File: config.mk
export PLATFORM = sky130hd
export DESIGN_NAME = bf16_cast_sched
export DESIGN_NICKNAME = d
export VERILOG_FILES = /design/src/rtl/bf16_cast_pkg.sv /design/src/rtl/rr_arbiter_onehot.sv /design/src/rtl/bf16_cast_sched.sv
export SDC_FILE = /design/constraint.sdc
export NUM_CORES = 1
export LEC_CHECK = 0
export BUFFER_PORTS_ARGS = -buffer_cell sky130_fd_sc_hd__buf_2
export CORE_MARGIN = 4
export CORE_UTILIZATION = 46
export DETAILED_ROUTE_END_ITERATION = 8
export GPL_ROUTABILITY_DRIVEN = 0
export PLACE_DENSITY = 0.8
export RECOVER_POWER = 100
export SYNTH_ARGS = -nofsm -noshare
export SYNTH_HDL_FRONTEND = slang
export SYNTH_SLANG_ARGS = --single-unit
File: constraint.sdc
create_clock -name clk -period 3.3 [get_ports clk]
set_clock_uncertainty 0.05 [all_clocks]
set_input_delay 0.825 -clock clk [delete_from_list [all_inputs] [get_ports clk]]
set_output_delay 0.825 -clock clk [all_outputs]
set_load 0.005 [all_outputs]
File: src/rtl/bf16_cast_pkg.sv
// Shared types and constants for the BF16 <-> INT16 cast scheduler.
// The opcode constants follow fpnew_pkg::operation_e so the cast datapath can be driven directly.
package bf16_cast_pkg;

   typedef enum logic {
      CAST_F2I = 1'b0,
      CAST_I2F = 1'b1
   } cast_op_e;

   localparam int BF16_W   = 16;
   localparam int INT_W    = 16;
   localparam int STATUS_W = 5;

   // fpnew operation_e encodings for F2I and I2F
   localparam logic [3:0] FPNEW_OP_F2I = 4'd11;
   localparam logic [3:0] FPNEW_OP_I2F = 4'd12;

   function automatic logic [3:0] cast_op_to_fpnew(input cast_op_e op);
      return (op == CAST_I2F) ? FPNEW_OP_I2F : FPNEW_OP_F2I;
   endfunction

endpackage

File: src/rtl/rr_arbiter_onehot.sv
// Round-robin pick: the first eligible index at or after the pointer wins.
// Purely combinational. It can be reused by other shared-FP schedulers.
module rr_arbiter_onehot #(
   parameter int NUM_REQ = 4,
   parameter int IDX_W   = (NUM_REQ > 1) ? $clog2(NUM_REQ) : 1
) (
   input  logic [NUM_REQ-1:0] eligible,
   input  logic [IDX_W-1:0]   pointer,
   output logic [NUM_REQ-1:0] grant,
   output logic [IDX_W-1:0]   grant_idx,
   output logic               grant_any
);

   logic [NUM_REQ-1:0] upper_mask;
   logic [NUM_REQ-1:0] upper_elig;
   logic [NUM_REQ-1:0] search;

   always_comb begin
      upper_mask = '0;
      for (int i = 0; i < NUM_REQ; i++) begin
         upper_mask[i] = (IDX_W'(i) >= pointer);
      end
      upper_elig = eligible & upper_mask;
      // wrap to the bottom only when nothing at or above the pointer is eligible
      search     = (|upper_elig) ? upper_elig : eligible;
   end

   always_comb begin
      grant     = '0;
      grant_idx = '0;
      for (int i = NUM_REQ - 1; i >= 0; i--) begin
         if (search[i]) begin
            grant     = '0;
            grant[i]  = 1'b1;
            grant_idx = IDX_W'(i);
         end
      end
      grant_any = |search;
   end

endmodule

File: src/rtl/bf16_cast_sched.sv
// Round-robin scheduler sharing one fixed-latency BF16 cast unit between NUM_REQ requesters.
// Define BF16_CAST_SCHED_PERF_EN to add per-requester saturating grant/stall counters.
module bf16_cast_sched
   import bf16_cast_pkg::*;
#(
   parameter int NUM_REQ  = 4,
   parameter int UNIT_LAT = 2,
   parameter int TAG_W    = $clog2(NUM_REQ)
) (
   input  logic                         clk,
   input  logic                         rst,
   input  logic [NUM_REQ-1:0]           req_valid,
   output logic [NUM_REQ-1:0]           req_ready,
   input  logic [BF16_W*NUM_REQ-1:0]    req_data,
   input  logic [NUM_REQ-1:0]           req_op,
   output logic [NUM_REQ-1:0]           rsp_valid,
   input  logic [NUM_REQ-1:0]           rsp_ready,
   output logic [BF16_W*NUM_REQ-1:0]    rsp_data,
   output logic [STATUS_W*NUM_REQ-1:0]  rsp_status,
   output logic                         unit_in_valid,
   output logic [BF16_W-1:0]            unit_in_data,
   output logic                         unit_in_op,
   input  logic [BF16_W-1:0]            unit_out_data,
   input  logic [STATUS_W-1:0]          unit_out_status
`ifdef BF16_CAST_SCHED_PERF_EN
   ,
   output logic [32*NUM_REQ-1:0]        perf_grant_cnt,
   output logic [32*NUM_REQ-1:0]        perf_stall_cnt
`endif
);

   logic [NUM_REQ-1:0]          busy_q;
   logic [TAG_W-1:0]            ptr_q;
   logic [NUM_REQ-1:0]          eligible;
   logic [NUM_REQ-1:0]          grant_raw;
   logic [NUM_REQ-1:0]          grant;
   logic [TAG_W-1:0]            grant_idx;
   logic                        grant_any_raw;
   logic                        grant_any;
   cast_op_e                    issue_op;

   logic [UNIT_LAT-1:0]         sr_valid_q;
   logic [TAG_W-1:0]            sr_tag_q [UNIT_LAT];
   logic                        exit_valid;
   logic [TAG_W-1:0]            exit_tag;

   logic [NUM_REQ-1:0]          rsp_valid_q;
   logic [BF16_W*NUM_REQ-1:0]   rsp_data_q;
   logic [STATUS_W*NUM_REQ-1:0] rsp_status_q;
   logic [NUM_REQ-1:0]          rsp_hs;
   logic [NUM_REQ-1:0]          capture;

   assign eligible = req_valid & ~busy_q;

   rr_arbiter_onehot #(
      .NUM_REQ (NUM_REQ),
      .IDX_W   (TAG_W)
   ) u_arb (
      .eligible  (eligible),
      .pointer   (ptr_q),
      .grant     (grant_raw),
      .grant_idx (grant_idx),
      .grant_any (grant_any_raw)
   );

   // no handshake may complete while reset is asserted
   assign grant     = grant_raw & {NUM_REQ{~rst}};
   assign grant_any = grant_any_raw & ~rst;

   assign req_ready     = grant;
   assign issue_op      = grant_any ? cast_op_e'(req_op[grant_idx]) : CAST_F2I;
   assign unit_in_valid = grant_any;
   assign unit_in_data  = grant_any ? req_data[grant_idx*BF16_W +: BF16_W] : '0;
   assign unit_in_op    = issue_op;

   always_ff @(posedge clk) begin
      if (rst) begin
         ptr_q <= '0;
      end else if (grant_any) begin
         ptr_q <= (grant_idx == TAG_W'(NUM_REQ - 1)) ? '0 : grant_idx + 1'b1;
      end
   end

   always_ff @(posedge clk) begin
      if (rst) begin
         sr_valid_q <= '0;
         for (int s = 0; s < UNIT_LAT; s++) begin
            sr_tag_q[s] <= '0;
         end
      end else begin
         sr_valid_q[0] <= grant_any;
         sr_tag_q[0]   <= grant_idx;
         for (int s = 1; s < UNIT_LAT; s++) begin
            sr_valid_q[s] <= sr_valid_q[s-1];
            sr_tag_q[s]   <= sr_tag_q[s-1];
         end
      end
   end

   assign exit_valid = sr_valid_q[UNIT_LAT-1];
   assign exit_tag   = sr_tag_q[UNIT_LAT-1];

   always_comb begin
      rsp_hs  = '0;
      capture = '0;
      for (int i = 0; i < NUM_REQ; i++) begin
         rsp_hs[i]  = rsp_valid_q[i] & rsp_ready[i];
         capture[i] = exit_valid & (exit_tag == TAG_W'(i));
      end
   end

   // busy spans issue through response handshake, so a full slot never sees a second return
   always_ff @(posedge clk) begin
      if (rst) begin
         busy_q <= '0;
      end else begin
         for (int i = 0; i < NUM_REQ; i++) begin
            if (grant[i]) begin
               busy_q[i] <= 1'b1;
            end else if (rsp_hs[i]) begin
               busy_q[i] <= 1'b0;
            end
         end
      end
   end

   always_ff @(posedge clk) begin
      if (rst) begin
         rsp_valid_q  <= '0;
         rsp_data_q   <= '0;
         rsp_status_q <= '0;
      end else begin
         for (int i = 0; i < NUM_REQ; i++) begin
            if (capture[i]) begin
               rsp_valid_q[i]                         <= 1'b1;
               rsp_data_q[i*BF16_W +: BF16_W]         <= unit_out_data;
               rsp_status_q[i*STATUS_W +: STATUS_W]   <= unit_out_status;
            end else if (rsp_hs[i]) begin
               rsp_valid_q[i] <= 1'b0;
            end
         end
      end
   end

   assign rsp_valid  = rsp_valid_q;
   assign rsp_data   = rsp_data_q;
   assign rsp_status = rsp_status_q;

`ifdef BF16_CAST_SCHED_PERF_EN
   logic [31:0] grant_cnt_q [NUM_REQ];
   logic [31:0] stall_cnt_q [NUM_REQ];

   always_ff @(posedge clk) begin
      if (rst) begin
         for (int i = 0; i < NUM_REQ; i++) begin
            grant_cnt_q[i] <= '0;
            stall_cnt_q[i] <= '0;
         end
      end else begin
         for (int i = 0; i < NUM_REQ; i++) begin
            if (grant[i] && (grant_cnt_q[i] != '1)) begin
               grant_cnt_q[i] <= grant_cnt_q[i] + 32'd1;
            end
            if (req_valid[i] && !grant[i] && (stall_cnt_q[i] != '1)) begin
               stall_cnt_q[i] <= stall_cnt_q[i] + 32'd1;
            end
         end
      end
   end

   for (genvar g = 0; g < NUM_REQ; g++) begin : g_perf
      assign perf_grant_cnt[32*g +: 32] = grant_cnt_q[g];
      assign perf_stall_cnt[32*g +: 32] = stall_cnt_q[g];
   end
`endif

endmodule

==> impl.org, run 1 <==
** Status
- The flow ran to the end, and the final reports show no timing, DRC or antenna violations.

** Drt
- The detail route stage leaves a number of antenna-violating nets equal to 0.
- Drt drc :: 0
- Total routed wirelength :: 13300 um
- Before antenna repair, the detailed router went through 5 iterations.
- Average wire per cell in the routed design :: 15.7 um
- In the routed layout, each cell is associated on average with a via count of 5.32.
- The routed layout has 4516 vias.
- Detailed Route Iter0 Violations :: 231

** Synth
- Synthesized cell area :: 0.00427 mm2
- After Yosys synthesis, XOR and XNOR cells account for 0% of the synthesized area.
- Of all cell types, the one taking the most synthesized area is dfxtp_1.
- Counting flops and latches in the post-synthesis netlist gives 100.
- Measured against the total synthesized area, the mux share comes to 3.98%.
- The cell count after synthesis came out at 543.
- After Yosys synthesis, and, or, nand and nor cells account for 23.5% of the synthesized area.
- Of the total synthesized cell area, the portion taken by full adders, half adders and majority gates is 0%.
- Distinct cell type count of the synthesized netlist :: 46
- Synthesized-area fraction occupied by ao, oa, aoi and oai cells :: 19.3%
- Sorting the synthesized cells by area gives the leading types as dfxtp_1, nand2_1, a21oi_1, mux2i_1, o221ai_1.
- Number of warnings printed during yosys synthesis :: 0
- The share of the Yosys chip area taken by registers is 46.9%.
- Yosys top cell area share :: 46.9%
- Each instance of the synthesized netlist takes up on average 7.86 um2.
- Combinational family with the most area after synthesis :: simple AND/OR/NAND/NOR gates
- The number of nets handed over by synthesis was 642.

** Critical path
- Class of the most critical setup path :: in -> out
- Required time reported for the critical path endpoint :: 2420 ps
- Destination of the worst register-to-register timing path :: rsp_data[27]
- Crit start category :: input port
- Data on the critical path arrives at its endpoint at 2260 ps.
- In this run the register-to-register setup slack is 1230 ps.
- R2R Path Start :: sr_tag_q[0][3]
- Of all nets on the critical path, the largest fanout is 18.
- Endpoint class of the critical path :: output port
- The number of cells on the worst reg-to-reg path is 4.

** Pwr
- Internal power consumption :: 1.85 mW
- Net switching is 29.1% of the power.
- Power Dens Cells :: 473 mW/mm2
- Final total power :: 2.60 mW
- For this design the total switching power over the nets is 0.759 mW.
- Clock group share of total power :: 30.1%
- Leak pwr :: 2.30 nW
- Portion of total power attributed to combinational logic :: 20.3%
- Per report_power, the sequential group accounts for 49.6% of the total.
- Maximum VDD drop :: 0.333 mV

** CTS
- Post-CTS Hold Fix Bufs :: 0
- Clock latency on the worst-skew pair :: 360 ps
- Clock tree from TritonCTS :: yes
- In this run the deepest clock path goes through 2 buffers.
- The root buffer cell chosen for the clock tree is clkbuf_8.
- Clock tree synthesis inserted a total of 9 buffers.
- Post-CTS clock slew at the launch and capture registers of the worst setup and hold paths :: 100 ps
- The tree built by TritonCTS fans out to 100 sinks.
- Maximum level of the CTS H-tree :: 3

** Die
- The die covers 0.0109 mm2.
- Effective utilization at floorplan :: 48.0%
- Std cell rows :: 34
- Measured along the x axis, the die boundary spans 104 um.
- Number of primary I/O pins :: 209
- Standard cell core area :: 0.00889 mm2
- Die height :: 104 um

** Global routing
- First-pass GRT wire length :: 21100 um
- Pin count of the biggest net entering global routing :: 72
- Antenna violations before repair :: 0
- Global routing finished with a remaining overflow of 0.
- GR Util All Layers :: 23.6%
- The via count of the first global-routing pass was 4315.

** Timing
- Fraction of the cycle the final worst path needs :: 95.0%
- The clock period could shrink to 3140 ps.
- The final-report max-slew violation count is 0.
- Final-report setup violation count :: 0
- Unrepaired setup endpoints after global routing :: no
- The worst pin sits at a relative slew slack of 9.51%.
- Total count of hold-check failures in the final report :: 0
- Fin Hold WS :: 382 ps
- Timing would allow up to 319 MHz.
- Least-Margin Pin Slew :: 1360 ps

** Flow run
- Max-cap check violation count :: 0

** Finish
- Number of diodes added for antenna fixing :: 0
- Relative to the synthesized area, the layout overhead comes to 28.9%.
- Once layout is done, the placed cells without fillers occupy 0.00550 mm2.
- The post-route netlist has 24.4% of its cells at a drive strength greater than 1.
- Final layout net count :: 835

** Worst hold path
- The worst hold path terminates at sr_tag_q[0][2].
- Hold Crit Depth :: 1
- Class of the tightest hold or removal check :: reg -> reg
- Critical hold path startpoint :: sr_tag_q[0][0]

** Place
- Buffers placed on the I/O ports in this run total 208.
- After detailed placement, the total cell area comes to 0.00538 mm2.
- Post-detailed-placement half-perimeter wirelength :: 9710 um
==> synth_stat cells, drive strengths merged <==
master,number
and3,2
a21oi,98
nand3,19
o21ai,6
o211ai,1
nor2b,5
o221ai,18
nand2b,10
and3b,1
o21a,1
and2,2
nand3b,2
nor2,7
o22a,1
or3b,2
a211oi,2
nor3,2
a31o,2
or2,1
clkbuf,25
a22oi,1
dfxtp,100
buf,13
nand4,1
a21o,2
nor3b,1
a21boi,1
inv,20
mux2i,17
nor4,1
o22ai,2
nand2,176
and2b,1
==> layout make-up <==
class	count	area, um2
clock buffers	10	128
clock inverters	6	70.1
fillers	837	3390
inverters	20	75.1
multi-input cells	385	2010
flip-flops and latches	100	2000
well taps	108	135
repair buffers	220	1080
==> layer usage <==
layer  track usage (%)  vias to the layer above  wire length (um)  share of wire [%]
met5                 0                        -                 0                  0
met1              28.3                     2104              5450                 41
met3              7.82                       19              1210                9.0
met2              41.1                      193              6540                 49
met4              4.65                        0               149                1.1
li1                  -                     2200                 -                  -
==> kinds of logic (layout without fill, tap and decap cells) <==
logic type	count (synthesis)	in the layout
buffers and inverters	58	256
DFF	100	100
AOI/OAI and AO/OA	135	135
muxes	17	17
and+or+nand+nor	233	233
==> cell usage in the layout (no fill, tap or decap), drive strengths merged, types with 2 or more instances in the layout <==
cell | Yosys | final
a211oi | 2 | 2
a21o | 2 | 2
a21oi | 98 | 98
a31o | 2 | 2
and2 | 2 | 2
and3 | 2 | 2
buf | 13 | 148
clkbuf | 25 | 82
clkinvlp | 0 | 3
dfxtp | 100 | 100
inv | 20 | 22
mux2i | 17 | 17
nand2 | 176 | 176
nand2b | 10 | 10
nand3 | 19 | 19
nand3b | 2 | 2
nor2 | 7 | 7
nor2b | 5 | 5
nor3 | 2 | 2
o21ai | 6 | 6
o221ai | 18 | 18
o22ai | 2 | 2
or3b | 2 | 2
==> power by group through the flow <==
stage          combinational, mW  clock (mW)  sequential [mW]
2_1_floorplan              0.339           0             1.30
3_3_place_gp               0.513           0             1.31
3_5_place_dp               0.530           0             1.32
4_1_cts                    0.535       0.799             1.29
5_1_grt                    0.579       0.856             1.30
6_report                   0.530       0.783             1.29
==> stage by stage <==
stage                     util, %  setup slack (ps)  TNS, ps  cells
final                        61.9               165        0    849
after global routing         61.9              26.3        0    849
after CTS                    62.8              55.8        0    848
after detailed placement     60.5             -43.2     -363    832
after global placement       60.5              54.9        0    832
after floorplan                 -               438        0    543
==> repair_timing <==
item,4_1_cts,5_1_grt
gates resized for setup,1,1
pin swaps,0,1
gates cloned,0,0
setup endpoints to repair,16,17
buffers inserted,0,1
==> sequential cells by signal, summed over array words and instances (netlist names) <==
signal and count:
busy_q 4, ptr_q 2, rsp_data 64, rsp_status 20, rsp_valid 4, sr_tag_q 4
sr_valid_q 2
==> worst max path at each step <==
stage / start / endpoint / slack [ps] / depth (start not counted)
finish: req_valid[0] / unit_in_data[11] / 160 / 8
global route: req_valid[3] / unit_in_data[11] / 30 / 8
CTS: ptr_q[1] / unit_in_data[11] / 60 / 7
detailed placement: req_valid[0] / unit_in_data[15] / -40 / 7
global placement: req_valid[1] / unit_in_data[8] / 50 / 7
floorplan: req_valid[3] / unit_in_data[6] / 440 / 8
==> critical path, stage by stage <==
cell and delay [ps]:
buf_2 110, nor2b_1 160, and3_1 220, a211oi_4 220, buf_12 220, mux2i_1 240
o221ai_1 130, clkbuf_1 120
Power figures use the tool's default switching activity.
==> run 2: changes to the inputs <==
Settings changed: REMOVE_ABC_BUFFERS from default to 1.
==> run 2 against run 1 <==
  * Total power decreased by 0.89%
  * Maximum frequency decreased by 2.7%
  * Wire length decreased by 0.86%
  * Highest routed layer is now met5
  * Final cell count decreased by 0.35%
  * Sequential power about the same
==> impl.org, run 2 (synthesis gave the netlist of run 1 again) <==
** CTS
- The maximum buffer depth of the clock tree is 2 (unchanged).
- TritonCTS Buffers :: 9 (unchanged)
- The cell sitting at the root of the clock tree is a clkbuf_8.
- The clock-pin slew on the worst setup and hold paths is 80 ps (-20 ps).
- Clock latency on the worst-skew pair :: 360 ps (about the same)
- Maximum level of the CTS H-tree :: 3 (unchanged)
- The buffer count from post-CTS setup fixing came to 0 (unchanged).
- Post-CTS Hold Fix Bufs :: 0 (unchanged)
- Resized cells post-CTS :: 0 (-1)
- TritonCTS built the clock tree.
- Number of clock sinks :: 100 (unchanged)

** Die
- Effective utilization at floorplan :: 48.0% (unchanged)
- The die area was 0.0109 mm2 (unchanged).
- Std cell rows :: 34 (unchanged)
- The I/O pin count came to 209 (unchanged).
- The die outline width came to 104 um (unchanged).
- Die height :: 104 um (unchanged)
- The area of the core was 0.00889 mm2 (unchanged).

** Critical path
- The critical path data required time came to 2420 ps (about the same).
- Largest fanout on the critical path :: 18 (unchanged)
- Class of the most critical setup path :: in -> out
- Endpoint class of the critical path :: output port
- Crit start category :: input port
- Critical path arrival :: 2350 ps (+90 ps)

** Timing
- Unrepaired setup endpoints after global routing :: no
- Fraction of the cycle the final worst path needs :: 97.7% (+2.6 points)
- Number of pins with negative max-slew slack in the final report :: 0 (unchanged)
- Final-report setup violation count :: 0 (unchanged)
- F_max :: 310 MHz (-2.7%)
- The transition at the pin with the smallest max-transition slack was 1370 ps (+13.3 ps).
- The final hold violation count is 0 (unchanged).
- The minimum clock period after layout came to 3220 ps (+87.2 ps).
- Tightest slew margin relative to the limit :: 8.42% (-1.1 points)
- The post-route worst hold slack came to 401 ps (+18.7 ps).

** Drt
- The number of optimization iterations in the first detailed-route pass was 4 (-1).
- The DRC violation count after routing is 0 (unchanged).
- The number of routed nets with antenna violations came to 0 (unchanged).
- Via count of the routed design :: 4536 (+0.44%)
- Average wire per cell in the routed design :: 15.6 um (-0.51%)
- Detailed Route Iter0 Violations :: 267 (+16%)
- Via count normalized by instance count :: 5.36 (+0.80%)
- The total length of routed wires was 13200 um (-0.86%).

** Place
- PortBufs :: 208 (unchanged)
- The half-perimeter wire length after placement is 9860 um (+1.6%).
- The placed instance area was 0.00539 mm2 (+0.23%).

** Pwr
- Leak pwr :: 2.33 nW (+1.2%)
- The worst ir drop on vdd was 0.270 mV (-19%).
- The power per unit of standard cell area was 471 mW/mm2 (-0.57%).

** Finish
- Area taken by multi-input logic gates :: 0.00199 mm2 (-1.1%)
- The final net count was 833 (-0.24%).
- Fillcell total :: 812 (-3.0%)
- From synthesis to final layout, the design area changed by 28.5%.
- The library cell used most frequently in the layout, excluding fill and tap cells, is nand2_1.
- Ratio of cells with drive above 1 in the final layout :: 25.1% (+0.64 points)
- The number of antenna cells inserted was 0 (unchanged).
- Largest register FFs :: 64 (unchanged)
- Leaving out fill and tap cells, the most frequent cells in the layout are nand2_1, buf_2, dfxtp_1.
- Area of all placed cells without fillers :: 0.00549 mm2 (-0.32%)
- The combined flip-flop and latch cell area was 0.00200 mm2 (about the same).
- Fin util :: 61.7% (-0.20 points)

** Global routing
- Antenna violations before repair :: 1 (+1)
- The global-route wire length before repair is 20800 um (-1.6%).
- The total congestion overflow after global routing came to 0 (unchanged).
- The all-layer global routing usage came to 23.3% (-0.22 points).
- Pin count of the biggest net entering global routing :: 100 (+39%)
- The via count of the first global-routing pass is 4368 (+1.2%).

** Flow run
- Max-cap check violation count :: 0 (unchanged)

** Status
- Result of the run :: complete, no violations

** Worst hold path
- Class of the tightest hold or removal check :: reg -> reg
-- run 2: cell types whose count changed in the layout (fill, tap and decap cells not counted), sizes merged --
cell and change:
clkbuf -11, buf +8
-- run 2: per-stage QoR --
stage | TNS [ps] | std cells | total power [mW] | worst slack [ps]
4_1_cts | 0 | 846 | 2.62 | 145
3_5_place_dp | 0 | 831 | 1.85 | 155
5_1_grt | 0 | 846 | 2.70 | 33.0
3_3_place_gp | 0 | 831 | 1.84 | 196
2_1_floorplan | -7740 | 505 | 1.59 | -468
6_report | 0 | 846 | 2.58 | 77.4
-- run 2: layout make-up --
cell class | count | share of cell area, %
sequential | 100 | 36.5
multi-input combinational | 385 | 36.3
timing repair buffer | 218 | 19.8
tap | 108 | 2.46
clock buffer | 9 | 2.26
inverter | 20 | 1.37
clock inverter | 6 | 1.32
-- run 2: where the power goes --
group / switching [mW] / internal, mW / total, mW
combinational: 0.284 / 0.236 / 0.519
clock: 0.420 / 0.354 / 0.774
sequential: 0.0388 / 1.25 / 1.29
total: 0.742 / 1.84 / 2.58
-- run 2: final timing paths --
check	start	endpoint	slack, ps	cells after the start
hold reg to reg	sr_valid_q[0]	sr_valid_q[1]	400	1
setup reg to reg	sr_valid_q[1]	rsp_status[1]	800	4
hold / removal	sr_valid_q[0]	sr_valid_q[1]	400	1
setup / recovery	req_valid[3]	unit_in_data[9]	80	8
-- run 2: metal layers --
layer | vias to the layer above | GRT usage [%] | routed length, um
met4 | 2 | 8.93 | 286
met5 | - | 0 | 14
met1 | 2079 | 26.0 | 5110
met2 | 224 | 42.8 | 6740
met3 | 29 | 5.46 | 1080
li1 | 2202 | - | -
-- run 2: critical path, stage by stage --
cell and delay (ps):
buf_2 90, nor2b_1 190, clkbuf_1 290, o22a_2 250
o211ai_4 80, buf_12 170, o221ai_1 270, clkbuf_2 170
